**config.mk**
```make
export PLATFORM = sky130hd
export DESIGN_NAME = fetch_queue
export DESIGN_NICKNAME = d
export VERILOG_FILES = /design/src/rtl/riscv.sv /design/src/rtl/sync_fifo.sv /design/src/rtl/fetch_queue.sv
export SDC_FILE = /design/constraint.sdc
export NUM_CORES = 1
export LEC_CHECK = 0
export BUFFER_PORTS_ARGS = -buffer_cell sky130_fd_sc_hd__buf_2
export CAP_MARGIN = 0
export CORE_MARGIN = 2
export CORE_UTILIZATION = 40
export DETAILED_ROUTE_END_ITERATION = 10
export PLACE_DENSITY_LB_ADDON = 0.2
export SKIP_LAST_GASP = 1
export SLEW_MARGIN = 15
export SYNTH_ARGS = -nofsm -noshare
export SYNTH_HDL_FRONTEND = slang
export SYNTH_SLANG_ARGS = --single-unit
```
**constraint.sdc**
```tcl
create_clock -name clk -period 3.5 [get_ports clk]
set_input_delay 0.7 -clock clk [delete_from_list [all_inputs] [get_ports clk]]
set_output_delay 0.7 -clock clk [all_outputs]
set_load 0.05 [all_outputs]
```
**src/rtl/riscv.sv**
```systemverilog
// Shared RISC-V fetch-side types and constants.
// fetch_entry_t pairs a fetched word with the PC it was read from.
package riscv;

  localparam int RV_XLEN = 32;

  typedef logic [RV_XLEN-1:0] pc_t;
  typedef logic [RV_XLEN-1:0] ir_t;

  // addi x0, x0, 0 -- presented to decode whenever no instruction is available
  localparam ir_t NOP = 32'h0000_0013;

  typedef struct packed {
    pc_t pc;
    ir_t ir;
  } fetch_entry_t;

  // Word-align a control-transfer target (low two bits are not part of the address)
  function automatic pc_t align_word(input pc_t target);
    return {target[RV_XLEN-1:2], 2'b00};
  endfunction

endpackage

```
**src/rtl/sync_fifo.sv**
```systemverilog
// Single-clock FIFO holding fetched {pc, ir} entries.
// The head is read straight out of storage so decode sees it with no extra
// latency. Flush clears pointers and count in one cycle; storage is left as is.
module sync_fifo
  import riscv::*;
#(
  parameter int  DEPTH   = 4,
  parameter type entry_t = riscv::fetch_entry_t
) (
  input  logic                   clk,
  input  logic                   resetn,
  input  logic                   flush,
  input  logic                   push,
  input  entry_t                 push_data,
  input  logic                   pop,
  output logic [$clog2(DEPTH):0] count,
  output entry_t                 head
);

  localparam int PW = $clog2(DEPTH);
  localparam int CW = PW + 1;

  entry_t         storage [DEPTH];
  logic [PW-1:0]  rd_ptr;
  logic [PW-1:0]  wr_ptr;
  logic           pop_ok;
  logic           push_ok;

  // Popping an empty queue is ignored; a push into a full queue is only
  // accepted when the head leaves in the same cycle.
  assign pop_ok  = pop & (count != '0);
  assign push_ok = push & ((count != CW'(DEPTH)) | pop_ok);

  assign head = storage[rd_ptr];

  // Storage write port (no reset needed: entries are qualified by count)
  always_ff @(posedge clk) begin
    if (push_ok) begin
      storage[wr_ptr] <= push_data;
    end
  end

  // Pointer and occupancy bookkeeping; reset and flush empty the queue
  always_ff @(posedge clk) begin
    if (!resetn || flush) begin
      rd_ptr <= '0;
      wr_ptr <= '0;
      count  <= '0;
    end else begin
      if (push_ok) begin
        wr_ptr <= wr_ptr + PW'(1);
      end
      if (pop_ok) begin
        rd_ptr <= rd_ptr + PW'(1);
      end
      case ({push_ok, pop_ok})
        2'b10:   count <= count + CW'(1);
        2'b01:   count <= count - CW'(1);
        default: count <= count;
      endcase
    end
  end

endmodule

```
**src/rtl/fetch_queue.sv**
```systemverilog
// Instruction fetch stage with a DEPTH-entry prefetch queue.
// Issues one imem read per cycle while queue occupancy plus the in-flight
// read leaves room, so every returning word always has a slot. A redirect
// flushes the queue, drops the in-flight word and restarts at the target.
// Optional build macro FETCH_QUEUE_PERF_EN adds fetched/flushed/stall
// performance counters; without it those ports do not exist.
module fetch_queue
  import riscv::*;
#(
  parameter int             XLEN     = 32,
  parameter logic [XLEN-1:0] RESET_PC = 'h2000,
  parameter int             DEPTH    = 4
) (
  input  logic            clk,
  input  logic            resetn,
  input  logic            redirect,
  input  logic [XLEN-1:0] redirect_pc,
  output logic            mem_req,
  output logic [XLEN-1:0] mem_addr,
  input  logic [XLEN-1:0] mem_rdata,
  output logic            out_valid,
  input  logic            out_ready,
  output logic [XLEN-1:0] out_pc,
  output logic [XLEN-1:0] out_ir
`ifdef FETCH_QUEUE_PERF_EN
  ,
  output logic [31:0]     perf_fetched,
  output logic [31:0]     perf_flushed,
  output logic [31:0]     perf_stall
`endif
);

  localparam int CW = $clog2(DEPTH) + 1;

  typedef struct packed {
    logic [XLEN-1:0] pc;
    logic [XLEN-1:0] ir;
  } entry_t;

  logic [XLEN-1:0] fpc;
  logic            pend;
  logic [XLEN-1:0] pend_pc;
  logic [CW-1:0]   count;
  logic [CW-1:0]   occupancy;
  logic            push;
  logic            pop;
  entry_t          push_data;
  entry_t          head;
  logic            unused_redirect_lsb;

  // The low address bits of a target never reach the fetch PC
  assign unused_redirect_lsb = ^redirect_pc[1:0];

  // Credit: queued entries plus the read still in flight must stay below DEPTH
  // before another read may be issued.
  assign occupancy = count + CW'(pend);
  assign mem_req   = resetn & ~redirect & (occupancy < CW'(DEPTH));
  assign mem_addr  = fpc;

  // The word returning this cycle belongs to pend_pc unless it is being flushed
  assign push           = pend & resetn & ~redirect;
  assign push_data.pc   = pend_pc;
  assign push_data.ir   = mem_rdata;
  assign pop            = out_valid & out_ready;

  assign out_valid = (count != '0);
  assign out_pc    = out_valid ? head.pc : '0;
  assign out_ir    = out_valid ? head.ir : XLEN'(NOP);

  sync_fifo #(
    .DEPTH   (DEPTH),
    .entry_t (entry_t)
  ) u_fifo (
    .clk       (clk),
    .resetn    (resetn),
    .flush     (redirect),
    .push      (push),
    .push_data (push_data),
    .pop       (pop),
    .count     (count),
    .head      (head)
  );

  // Fetch PC and in-flight tracking; redirect overrides any issue decision
  always_ff @(posedge clk) begin
    if (!resetn) begin
      fpc     <= RESET_PC;
      pend    <= 1'b0;
      pend_pc <= '0;
    end else if (redirect) begin
      fpc     <= {redirect_pc[XLEN-1:2], 2'b00};
      pend    <= 1'b0;
    end else begin
      // A read issued now is in flight next cycle; otherwise the previous
      // one has just returned and nothing is outstanding.
      pend <= mem_req;
      if (mem_req) begin
        fpc     <= fpc + XLEN'(4);
        pend_pc <= fpc;
      end
    end
  end

`ifdef FETCH_QUEUE_PERF_EN
  logic [CW-1:0] discarded;

  // Entries lost on a redirect: the queue minus any head the consumer took
  // this cycle, plus the read whose data is dropped.
  assign discarded = count - CW'(pop) + CW'(pend);

  // Performance counters, free-running and wrapping at 2^32
  always_ff @(posedge clk) begin
    if (!resetn) begin
      perf_fetched <= '0;
      perf_flushed <= '0;
      perf_stall   <= '0;
    end else begin
      if (push) begin
        perf_fetched <= perf_fetched + 32'd1;
      end
      if (redirect) begin
        perf_flushed <= perf_flushed + 32'(discarded);
      end
      if (!redirect && !mem_req) begin
        perf_stall <= perf_stall + 32'd1;
      end
    end
  end
`endif

endmodule

```
==> results <==
- The flow ran to the end, and the final reports show no timing, DRC or antenna violations.
- Along the worst path, the maximum fanout reaches 17.
- Based on the critical path, the design can be clocked at up to 0.321 GHz.
- The first detailed-routing pass took 4 iterations.
- The synthesized design contains 318 register bits.
- For this block, the via count after detailed routing is 7,198.
- The synthesized design contains 248 enable-type register cells.
- The summed area of non-filler cells in the final layout is 0.0152 mm2.
- The pin count of the biggest net entering global routing is 50.
- The worst setup slack for register-to-register paths is 1.40 ns.
- The path with the worst hold slack has its endpoint at u_fifo.storage[1][0].
- The number of setup buffers added after CTS is 0.
- The placement row count is 65.
- The total of max-cap violations is 0.
- The pre-CTS setup slack is 0.576 ns.
- The placed wire-length estimate is 16,700 um.
- Clock skew on the completed layout was measured at 0.0141 ns.
- The first global-routing pass estimated 41,200 um of wire.
- The buffer and inverter count on the worst path is 2.
- After synthesis the cells add up to 0.0127 mm2.
- The path length in cells of the critical path is 4.
- Clock-pin slew was measured on the worst setup and hold paths at 0.06 ns.
- The arrival time of data at the critical path endpoint is 2.41 ns.
- For this configuration, the core starts out at a cell density of 40.4%.
- The slowest stage of the critical path belongs to the cell dfxtp_4.
- The multi-input logic area is 0.00357 mm2.
- Once placement completed, the tool counted placed cells totaling 1,343.
- The power share of the sequential group is 51.0%.
- In the synthesized netlist the dominant register cell turns out to be edfxtp_1.
- The port buffer count is 159.
- The die is 182 um wide.
- The launch instance of the worst register-to-register path is u_fifo.count[2].
- The endpoint identified for the worst register-to-register timing path is u_fifo.count[1].
- The layout overhead on the synthesized area is 20.3%.
- The mean post-synth cell area is 15.9 um2.
- Net switching is 22.1% of the power.
- Of the total power, the clock network draws 43.4%.
- The proportion of synthesized chip area in sequential cells is 69.9%.
- The kind of end point of the critical path is an output port.
- The highest cell delay on the worst timing path is 0.61 ns.
- The internal portion of total power is 6380 uW.
- The sum of overflow across all layers after global routing is 0.
- In this run the standard cell core region covers 0.0313 mm2.
- The total routing resource utilization after global routing is 16.0%.
- Summing all flip-flop and latch instances after layout gives 0.00886 mm2.
- The count of boundary I/O pins is 166.
- The die area is 0.0331 mm2.
- The number of antenna violations at the first check in global routing is 0.
- Summing all placed instances gives a cell area of 0.0141 mm2.
- The required time at the endpoint of the critical path is 2.80 ns.
- The critical path in this run is classified as register to output port.
- Across all setup checks in the final design, the least slack found is 0.387 ns.
- The final count of hold timing violations is 0.
- The congestion estimate from routability-driven global placement came to 0.760.
- For this run, design rule violations remaining after detail routing come to 0.
- The number of violations reported at the end of detailed-routing iteration 0 is 412.
- The finished layout holds 1,403 standard cells, fillers aside.
- The maximum clock insertion buffer count is 3.
- The final antenna-violating net count is 0.
- Of the cells placed in the final design, the portion with a size suffix greater than 1 is 32.0%.
- The distinct cell type count after synthesis is 50.
- The number of antenna diodes in the final layout is 0.
- Setup violations remaining at the end of the flow were counted as 0.
- The fraction of power consumed by combinational cells is 5.7%.
- IR analysis of the VDD net gives a maximum drop of 0.000265 V.
- The final sum of negative setup slack is 0 ns.
- After detailed routing, the average wire length per cell comes to 18.8 um.
- The fill cell instance count of the final layout is 2,690.
- In this run the most critical hold path is launched from mem_rdata[0].
- Clock tree synthesis inserted a total of 34 buffers.
- The number of cells on the worst reg-to-reg path is 7.
- The number of nets at the end of the flow is 1,051.
- The final critical path takes up 88.9% of the cycle.
- The vias per cell is 5.13.
- In this run the power density over the cells is 538 mW/mm2.
- STA classifies the critical path startpoint as a register.
- The root buffer cell chosen for the clock tree is clkbuf_16.
- The worst pin sits at a relative slew slack of 60.2%.
- The post-detailed-routing wire length is 26,400 um.
- The number of levels the H-tree was split into is 2.
- CTS saw 318 sinks.
- For this design the static power due to leakage is 0.00543 uW.
- The share of flip-flops with an asynchronous set or reset after synthesis is 0%.
- Walking the worst path, the cells encountered are buf_4 -> mux4_2 -> or2_2 -> buf_2.
- The cell count after synthesis is 797.
- At the pin with the least slew margin, the transition time is 0.593 ns.
- Counting I/O delays and the setup requirement, the final critical path takes 3.11 ns.
- The number of global-route vias before repair is 7,118.
- The die is 182 um tall.
- The path class of the lowest-slack min-delay path is input port to register.
- The clock tree from TritonCTS is yes.
- Setup repair after global routing left no endpoint under its margin.
- Summed over all nets, the switching power comes to 1810 uW.
- The max-slew violation total from the final report came to 0.
- The Yosys warning count is 0.
- Broken down by cell family, the worst path's largest delay share belongs to flip-flops.
- For the worst-skew pair, the clock arrives at the later sink with an insertion delay of 0.51 ns.
- The cell depth of the worst hold path is 1.
==> through the flow <==
step	total power [uW]	utilization (%)	hold WS, ns
after floorplan	4560	-	0.460
after global placement	4720	45.0	0.480
after detailed placement	4720	45.0	0.493
after CTS	8290	48.6	0.389
after global routing	8490	48.6	0.394
final	8190	48.6	0.412
==> metal layers <==
metal	track usage (%)	part of all wire, %	vias to the layer above
met1	23.2	48	3583
met4	4.06	1.6	0
li1	-	-	3387
met5	0	0	-
met3	3.07	5.4	33
met2	25.0	45	195
==> power by group through the flow <==
stage / clock (uW) / sequential, uW / combinational [uW]
4_1_cts: 3650 / 4170 / 469
3_3_place_gp: 0 / 4250 / 464
5_1_grt: 3810 / 4180 / 499
6_report: 3550 / 4170 / 463
2_1_floorplan: 0 / 4320 / 236
3_5_place_dp: 0 / 4250 / 468
==> kinds of logic after synthesis <==
| family | synth area share [%] |
|---|---|
| flops | 69.9 |
| simple gates | 9.57 |
| buf+inv | 2.05 |
| compound gates | 4.12 |
| fa+ha+maj | 0.653 |
| xor+xnor | 2.27 |
| mux | 11.4 |
| other cells | 0.0296 |
==> area by class of cell <==
cell class / instances / share of cell area, %
well taps: 402 / 3.31
flip-flops and latches: 318 / 58.2
inverters: 15 / 0.370
clock inverters: 22 / 1.53
repair buffers: 186 / 7.30
multi-input cells: 422 / 23.5
clock buffers: 38 / 5.83
==> worst reg2reg max path, stage by stage (launching register included) <==
cell	delay, ns
dfxtp_1	0.51
nor3_2	0.15
inv_2	0.33
buf_4	0.31
o21ai_0	0.13
a31oi_1	0.30
nor2b_1	0.09
a211oi_1	0.20
==> cells in the mapped netlist, drive strengths merged (13+ instances only) <==
cell type	number	area share [%]
nand4	18	0.89
edfxtp	248	59
and2	71	3.5
nand2	75	2.2
nand3	14	0.65
nor2	14	0.44
dfxtp	70	11
inv	13	0.39
a21oi	44	1.7
o21ai	13	0.51
clkbuf	28	0.83
buf	17	0.77
mux4	62	11
xor2	23	1.7
==> sequential cells by signal, summed over array words and instances, names as in the netlist, named ones only <==
| signal | flops |
|---|---|
| u_fifo.storage | 248 |
| mem_addr | 30 |
| pend_pc | 30 |
| u_fifo.count | 3 |
| u_fifo.rd_ptr | 2 |
| u_fifo.wr_ptr | 2 |
| pend | 1 |
==> how the worst max path moves through the flow <==
stage | to | slack [ns] | startpoint
floorplan | u_fifo.storage[1][0] | 0.19 | resetn
finish | out_ir[4] | 0.39 | register
global placement | out_ir[23] | 0.63 | u_fifo.count[0]
detailed placement | out_pc[16] | 0.58 | u_fifo.count[0]
global route | out_ir[4] | 0.24 | register
CTS | out_pc[16] | 0.03 | u_fifo.count[0]
==> placed cells by master, fill, tap and decap left out, types with 7 or more instances in the layout <==
master / n
buf_4: 18
clkbuf_16: 35
and2_1: 66
buf_2: 159
nor2_1: 13
inv_1: 11
o21ai_0: 12
clkinv_2: 8
edfxtp_1: 248
nand2_1: 74
xor2_1: 22
o22ai_1: 10
nand2b_1: 7
buf_12: 9
a31oi_1: 10
dfxtp_1: 68
mux4_2: 62
nand3_1: 13
xnor2_1: 9
nand4_1: 18
clkinv_1: 8
a21oi_1: 44
==> what timing repair did <==
action,4_1_cts,5_1_grt
endpoints found under the setup margin,0,40
hold endpoints to repair,0,0
gates resized for setup,0,1
hold buffers,0,0
(Power assumes the default switching activity.)
